### src/rtl/led_ctrl_ipc.sv
// led_ctrl_ipc: LED controller driven by tokenised IPC command messages.
//
// Reads tokens from a command FIFO, parses "led" TARGET ARG EOM messages,
// stages the result in shadow registers, commits on EOM, and returns a
// numeric response token (0 OK, 1 syntax error, 2 range error).
//
// Ports:
//   clk, reset   - rising-edge clock, synchronous active-high reset
//   LED          - LED drive, bit n-1 is LED n
//   FIFO_DATA    - token, valid the cycle after FIFO_RD_EN
//   FIFO_RD_EN   - one-cycle read strobe
//   FIFO_EMPTY   - command FIFO empty
//   RSP_DATA     - response token (numeric)
//   RSP_VALID    - response valid, held until RSP_READY
//   RSP_READY    - response accepted
//
// state      | meaning
// IDLE       | clear shadows, start first token read
// FETCH      | issue read strobe for next token
// CAPTURE    | strobe high, token arrives next cycle
// CMD        | expect "led" (EOM here drops the message silently)
// TARGET     | expect "all" or LED number
// ARG        | expect "on", "off", "dim" or blink divisor
// LEVEL      | expect dim level
// EXPECT_EOM | expect EOM, commit shadows
// FLUSH      | discard tokens through EOM after an error
// RESPOND    | present response until accepted

`ifndef IPC_TOKEN_WIDTH
`define IPC_TOKEN_WIDTH 65
`endif

module led_ctrl_ipc #(
  parameter int LED_COUNT   = 16,
  parameter int CLOCK_FREQ  = 100000000,
  parameter int DIVISORS    = 20,
  parameter int PWM_BITS    = 4,
  parameter int TOKEN_WIDTH = `IPC_TOKEN_WIDTH
) (
  input  logic                   clk,
  input  logic                   reset,
  output logic [LED_COUNT-1:0]   LED,
  input  logic [TOKEN_WIDTH-1:0] FIFO_DATA,
  output logic                   FIFO_RD_EN,
  input  logic                   FIFO_EMPTY,
  output logic [TOKEN_WIDTH-1:0] RSP_DATA,
  output logic                   RSP_VALID,
  input  logic                   RSP_READY
);

  localparam int VW = TOKEN_WIDTH - 1;
  localparam int IW = (LED_COUNT > 1) ? $clog2(LED_COUNT) : 1;
  localparam int DW = $clog2(DIVISORS + 1);
  localparam int CW = $clog2(CLOCK_FREQ + 1);

  // Alpha words are ASCII, right-aligned and zero-filled.
  localparam logic [TOKEN_WIDTH-1:0] W_LED = TOKEN_WIDTH'(24'h6c6564);
  localparam logic [TOKEN_WIDTH-1:0] W_ALL = TOKEN_WIDTH'(24'h616c6c);
  localparam logic [TOKEN_WIDTH-1:0] W_ON  = TOKEN_WIDTH'(16'h6f6e);
  localparam logic [TOKEN_WIDTH-1:0] W_OFF = TOKEN_WIDTH'(24'h6f6666);
  localparam logic [TOKEN_WIDTH-1:0] W_DIM = TOKEN_WIDTH'(24'h64696d);

  localparam logic [VW-1:0] ONE     = VW'(1);
  localparam logic [VW-1:0] LED_MAX = VW'(LED_COUNT);
  localparam logic [VW-1:0] DIV_MAX = VW'(DIVISORS);
  localparam logic [VW-1:0] LVL_MAX = VW'((1 << PWM_BITS) - 1);

  typedef enum logic [3:0] {
    IDLE, FETCH, CAPTURE, CMD, TARGET, ARG, LEVEL, EXPECT_EOM, FLUSH, RESPOND
  } state_t;

  typedef enum logic [1:0] {FIXED_OFF, FIXED_ON, BLINK, DIM} mode_t;

  state_t state, phase, pnext;
  logic [1:0] perr;
  logic [1:0] code;

  logic                sh_all;
  logic [IW-1:0]       sh_idx;
  mode_t               sh_mode;
  logic [DW-1:0]       sh_div;
  logic [PWM_BITS-1:0] sh_level;

  logic          tok_num, tok_eom, commit;
  logic [VW-1:0] tok_val;

  assign tok_num = FIFO_DATA[TOKEN_WIDTH-1];
  assign tok_eom = (FIFO_DATA == '0);
  assign tok_val = FIFO_DATA[VW-1:0];
  assign commit  = (state == EXPECT_EOM) && tok_eom;

  // Half-period reload values, one per legal divisor, fixed at elaboration.
  logic [CW-1:0] reload_tbl [DIVISORS+1];
  assign reload_tbl[0] = '0;
  for (genvar d = 1; d <= DIVISORS; d++) begin : g_reload
    localparam int HALF = CLOCK_FREQ / d;
    assign reload_tbl[d] = (HALF > 0) ? CW'(HALF - 1) : '0;
  end

  // Token classification for the token-consuming states.
  always_comb begin
    perr  = 2'd0;
    pnext = state;
    case (state)
      CMD: begin
        if (tok_eom)                 pnext = IDLE;
        else if (FIFO_DATA == W_LED) pnext = TARGET;
        else                         perr  = 2'd1;
      end
      TARGET: begin
        if (FIFO_DATA == W_ALL) pnext = ARG;
        else if (tok_num) begin
          if (tok_val >= ONE && tok_val <= LED_MAX) pnext = ARG;
          else                                      perr  = 2'd2;
        end else perr = 2'd1;
      end
      ARG: begin
        if (FIFO_DATA == W_ON || FIFO_DATA == W_OFF) pnext = EXPECT_EOM;
        else if (FIFO_DATA == W_DIM)                 pnext = LEVEL;
        else if (tok_num) begin
          if (tok_val >= ONE && tok_val <= DIV_MAX) pnext = EXPECT_EOM;
          else                                      perr  = 2'd2;
        end else perr = 2'd1;
      end
      LEVEL: begin
        if (tok_num) begin
          if (tok_val <= LVL_MAX) pnext = EXPECT_EOM;
          else                    perr  = 2'd2;
        end else perr = 2'd1;
      end
      EXPECT_EOM: begin
        if (tok_eom) pnext = RESPOND;
        else         perr  = 2'd1;
      end
      FLUSH: begin
        if (tok_eom) pnext = RESPOND;
      end
      default: ;
    endcase
    // An error token that is itself EOM ends the message already.
    if (perr != 2'd0) pnext = tok_eom ? RESPOND : FLUSH;
  end

  always_ff @(posedge clk) begin
    if (reset) begin
      state      <= IDLE;
      phase      <= CMD;
      FIFO_RD_EN <= 1'b0;
      RSP_VALID  <= 1'b0;
      RSP_DATA   <= '0;
      code       <= '0;
      sh_all     <= 1'b0;
      sh_idx     <= '0;
      sh_mode    <= FIXED_OFF;
      sh_div     <= '0;
      sh_level   <= '0;
    end else begin
      case (state)
        IDLE: begin
          code     <= '0;
          sh_all   <= 1'b0;
          sh_idx   <= '0;
          sh_mode  <= FIXED_OFF;
          sh_div   <= '0;
          sh_level <= '0;
          if (!FIFO_EMPTY) begin
            FIFO_RD_EN <= 1'b1;
            phase      <= CMD;
            state      <= CAPTURE;
          end
        end
        FETCH: begin
          if (!FIFO_EMPTY) begin
            FIFO_RD_EN <= 1'b1;
            state      <= CAPTURE;
          end
        end
        CAPTURE: begin
          FIFO_RD_EN <= 1'b0;
          state      <= phase;
        end
        CMD, TARGET, ARG, LEVEL, EXPECT_EOM, FLUSH: begin
          case (state)
            TARGET: begin
              sh_all <= (FIFO_DATA == W_ALL);
              sh_idx <= IW'(tok_val - ONE);
            end
            ARG: begin
              if (FIFO_DATA == W_ON)       sh_mode <= FIXED_ON;
              else if (FIFO_DATA == W_OFF) sh_mode <= FIXED_OFF;
              else if (FIFO_DATA == W_DIM) sh_mode <= DIM;
              else begin
                sh_mode <= BLINK;
                sh_div  <= DW'(tok_val);
              end
            end
            LEVEL:   sh_level <= PWM_BITS'(tok_val);
            default: ;
          endcase
          if (perr != 2'd0) code <= perr;
          if (pnext == IDLE || pnext == RESPOND) state <= pnext;
          else begin
            phase <= pnext;
            state <= FETCH;
          end
        end
        RESPOND: begin
          if (!RSP_VALID) begin
            RSP_VALID <= 1'b1;
            RSP_DATA  <= {1'b1, VW'(code)};
          end else if (RSP_READY) begin
            RSP_VALID <= 1'b0;
            RSP_DATA  <= '0;
            state     <= IDLE;
          end
        end
        default: state <= IDLE;
      endcase
    end
  end

  // LED output stage: per-LED mode, blink down-counter and dim level.
  mode_t               mode_r  [LED_COUNT];
  logic [CW-1:0]       cnt_r   [LED_COUNT];
  logic [PWM_BITS-1:0] level_r [LED_COUNT];
  logic [DW-1:0]       div_r   [LED_COUNT];
  logic [PWM_BITS-1:0] pwm_cnt;

  always_ff @(posedge clk) begin
    if (reset) begin
      pwm_cnt <= '0;
      LED     <= '0;
      for (int i = 0; i < LED_COUNT; i++) begin
        mode_r[i]  <= FIXED_OFF;
        cnt_r[i]   <= '0;
        level_r[i] <= '0;
        div_r[i]   <= '0;
      end
    end else begin
      pwm_cnt <= pwm_cnt + 1'b1;
      for (int i = 0; i < LED_COUNT; i++) begin
        if (commit && (sh_all || sh_idx == IW'(i))) begin
          // Every selected LED loads the same counter value, so an "all"
          // blink commit leaves them phase-locked.
          mode_r[i]  <= sh_mode;
          div_r[i]   <= sh_div;
          level_r[i] <= sh_level;
          cnt_r[i]   <= reload_tbl[sh_div];
          case (sh_mode)
            FIXED_ON: LED[i] <= 1'b1;
            DIM:      LED[i] <= (pwm_cnt < sh_level);
            default:  LED[i] <= 1'b0;
          endcase
        end else begin
          case (mode_r[i])
            FIXED_ON: LED[i] <= 1'b1;
            BLINK: begin
              if (cnt_r[i] == '0) begin
                LED[i]   <= ~LED[i];
                cnt_r[i] <= reload_tbl[div_r[i]];
              end else begin
                cnt_r[i] <= cnt_r[i] - CW'(1);
              end
            end
            DIM:     LED[i] <= (pwm_cnt < level_r[i]);
            default: LED[i] <= 1'b0;
          endcase
        end
      end
    end
  end

endmodule

### config.mk
export PLATFORM = sky130hd
export DESIGN_NAME = led_ctrl_ipc
export DESIGN_NICKNAME = d
export VERILOG_FILES = /design/src/rtl/led_ctrl_ipc.sv
export SDC_FILE = /design/constraint.sdc
export NUM_CORES = 2
export LEC_CHECK = 0
export ABC_CLOCK_PERIOD_IN_PS = 11910
export BUFFER_PORTS_ARGS = -buffer_cell sky130_fd_sc_hd__buf_2
export CORE_UTILIZATION = 55
export DETAILED_ROUTE_END_ITERATION = 16
export HOLD_SLACK_MARGIN = 0.15
export PLACE_DENSITY = 0.81
export SLEW_MARGIN = 10
export SYNTH_ARGS = -nofsm -noshare
export SYNTH_HDL_FRONTEND = slang
export SYNTH_SLANG_ARGS = --single-unit
### constraint.sdc
create_clock -name clk -period 11.91 [get_ports clk]
set_input_delay 0 -clock clk [delete_from_list [all_inputs] [get_ports clk]]
set_output_delay 0 -clock clk [all_outputs]
set_load 0.02 [all_outputs]
==> results.sh <==
export IMPL_cts_clk_slew_worst_paths_ns=0.06
export IMPL_nets=6486
export IMPL_worstPathMaxFanout=22
export IMPL_grt_pass1_vias=45912
export IMPL_finalWorstSetupSlack_ns=7.176
export IMPL_holdCritPathClass="input pin to flop"
export IMPL_ys_seq_area_share_pct=36.70
export IMPL_pwr_share_comb_pct=13.5
export IMPL_antenna_left=0
export IMPL_grt_first_pass_wirelength_um=267200
export IMPL_critPathLaunch="state[0]"
export IMPL_drc=0
export IMPL_gp_congestion=0.9713
export IMPL_worst_setup_path_end_kind="flop"
export IMPL_power_share_clock_pct=40.8
export IMPL_ys_ff_latch=659
export IMPL_switching_share_pct=28.70
export IMPL_r2r_start="state[0]"
export IMPL_timing_max_transition_violations_final=0
export IMPL_finalHoldViolCount=0
export IMPL_synthCells=6433
export IMPL_postCtsSetupBuffers=0
export IMPL_crit_path_max_incr_delay_ns=1.04
export IMPL_required_ns=12.22
export IMPL_final_util_pct=60.29
export IMPL_critPathSlowestCell="o21ai_1"
export IMPL_io_pins=152
export IMPL_grt_ovfl_total=0
export IMPL_synth_cell_type_count=102
export IMPL_timing_hold_ws_ns=0.2068
export IMPL_vias=51143
export IMPL_finalSetupViolCount=0
export IMPL_synth_area_um2=52530
export IMPL_worstSetupStartpointType="flop"
export IMPL_tightest_slew_ns=1.295
export IMPL_final_area_um2=56690
export IMPL_place_ws_ns=7.402
export IMPL_synth_flop_cell="edfxtp_1"
export IMPL_grt_max_degree=76
export IMPL_die_w_um=311.1
export IMPL_cts_tree="built"
export IMPL_cp_arrival_ns=5.04
export IMPL_fin_setup_tns_ns=0
export IMPL_core_um2=94030
export IMPL_cts_buffer_depth=3
export IMPL_rsz0062_at_grt="no"
export IMPL_ir_drop_mv=0.09805
export IMPL_area_growth_synth_to_final_pct=7.917
export IMPL_place_hpwl_um=115400
export IMPL_fin_worst_skew_ns=0.02778
export IMPL_p_int_mw=4.379
export IMPL_clock_fmax_ghz=0.2112
export IMPL_grtUsageTotal_pct=34.67
export IMPL_antenna_found_initial=9
export IMPL_drive_above_1_share_pct=7.561
export IMPL_h_tree_depth=3
export IMPL_clk_latency_ns=0.66
export IMPL_port_buffers=89
export IMPL_avgRoutedWirePerCell_um=23.06
export IMPL_cts_buffers_inserted=79
export IMPL_worst_path_buf_inv=2
export IMPL_drt_iter0_markers=7534
export IMPL_cellPowerDensity_nw_per_um2=108.3
export IMPL_slew_headroom_pct=13.42
export IMPL_dp_cells=7391
export IMPL_nFillCells=8052
export IMPL_drt_pass1_iter_count=8
export IMPL_post_synth_cell_area_avg_um2=8.166
export IMPL_finalCriticalPeriod_ns=4.734
export IMPL_root_buffer="clkbuf_16"
export IMPL_rows=112
export IMPL_die_h_um=311.1
export IMPL_min_from="FIFO_DATA[45]"
export IMPL_postPlaceCellArea_um2=53640
export IMPL_p_leak_nw=19.61
export IMPL_cts_hold_buffers=37
export IMPL_cp_cell_sequence="and3b_1 -> nand4_1 -> inv_1 -> nand3_1 -> o21ai_1 -> nand2b_1 -> buf_4"
export IMPL_die_area_um2=96760
export IMPL_path_class="flop to flop"
export IMPL_finalCritPeriodShare_pct=39.75
export IMPL_status="finished clean"
export IMPL_instances_no_fill=7581
export IMPL_p_switching_mw=1.763
export IMPL_avgViaCountPerCell=6.746
export IMPL_power_mw=6.141
export IMPL_synth_edff_count=608
export IMPL_cap_violations=0
export IMPL_drt_wl_total_um=174800
export IMPL_seq_power_share_pct=45.7
export IMPL_cts_sinks=659
export IMPL_async_flop_share_pct=0
export IMPL_cts_resized=0
export IMPL_ys_warnings_count=0
export IMPL_start_util_pct=55.87
export IMPL_cp_top_family="simple AND/OR/NAND/NOR gates"
[cell type report]
class	count	area (um2)	area share, %
diodes	5	12.51	0.02207
well taps	1254	1569	2.768
inverters	210	788.3	1.390
repair buffers	248	1760	3.105
multi-input cells	5058	30650	54.07
clock buffers	96	2112	3.725
clock inverters	51	515.5	0.9093
flip-flops and latches	659	19280	34.01
[routing by layer]
layer / up-vias / wire length, um / GRT usage [%]
li1: 23226 / - / -
met1: 24217 / 68620 / 47.71
met2: 3155 / 75030 / 51.10
met3: 537 / 21080 / 7.165
met4: 8 / 10020 / 18.56
met5: - / 55 / 0
[power groups by stage]
stage,combinational [mW],sequential (mW),clock [mW]
final,0.832,2.80,2.51
after CTS,0.808,2.80,2.50
after global placement,0.779,2.84,0
after global routing,0.908,2.82,2.59
after floorplan,0.655,2.78,0
after detailed placement,0.795,2.85,0
[worst paths after layout]
kind	endpoint	slack [ns]	depth (start not counted)
max reg2reg	cnt_r[1][206]	7.18	7
min	phase[2]	0.21	7
max	cnt_r[1][206]	7.18	7
min reg2reg	state[2]	0.45	2
[cell usage after synthesis (51+ instances only)]
master,number,area [um2]
nand3_1,126,630.6
or3_1,59,369.1
xnor2_1,173,1515
or4_1,75,563.0
o21ai_0,326,1632
nand2b_1,119,744.5
nor2_1,807,3029
edfxtp_1,608,18260
inv_1,200,750.7
o211ai_1,193,1449
o22ai_1,52,325.3
ha_1,161,2014
mux2i_1,56,560.5
nor2b_1,95,594.3
buf_4,66,495.5
a31oi_1,66,412.9
nand2_1,647,2429
clkbuf_1,426,1599
nor3_1,284,1421
nor4_1,105,656.9
dfxtp_1,51,1021
a211oi_1,234,1757
a21oi_1,607,3038
xor2_1,185,1620
[state kept, by name, summed over array words and instances (netlist names)]
signal / cells
sh_div: 5
state: 4
RSP_DATA: 3
sh_all: 1
sh_idx: 4
div_r: 80
level_r: 64
LED: 16
sh_level: 4
cnt_r: 432
phase: 4
sh_mode: 2
pwm_cnt: 4
RSP_VALID: 1
code: 2
FIFO_RD_EN: 1
mode_r: 32
[layout by cell type (no fill, tap or decap), types with 126 or more instances in the layout]
cell,netlist,routed
a211oi_1,234,231
nand2_1,647,647
o211ai_1,193,193
a21oi_1,607,598
ha_1,161,161
xor2_1,185,185
nor3_1,284,275
o21ai_0,326,321
nor2_1,807,807
nand3_1,126,126
xnor2_1,173,173
inv_1,200,200
edfxtp_1,608,608
[worst reg2reg max path, stage by stage (launching register included)]
cell,delay (ns)
dfxtp_1,0.66
and3b_1,0.33
nand4_1,0.54
inv_1,0.37
nand3_1,0.70
o21ai_1,1.04
nand2b_1,0.38
buf_4,0.37
[cells by family after synthesis]
group                    synth area share [%]
AO/OA/AOI/OAI                           22.78
XOR/XNOR                                5.969
adder cells (fa/ha/maj)                 3.835
buffers and inverters                   6.169
flip-flops                              36.70
multiplexers                            1.303
other                                0.007138
AND/OR/NAND/NOR                         23.24
Note: power is estimated with default switching activity, not from simulation.
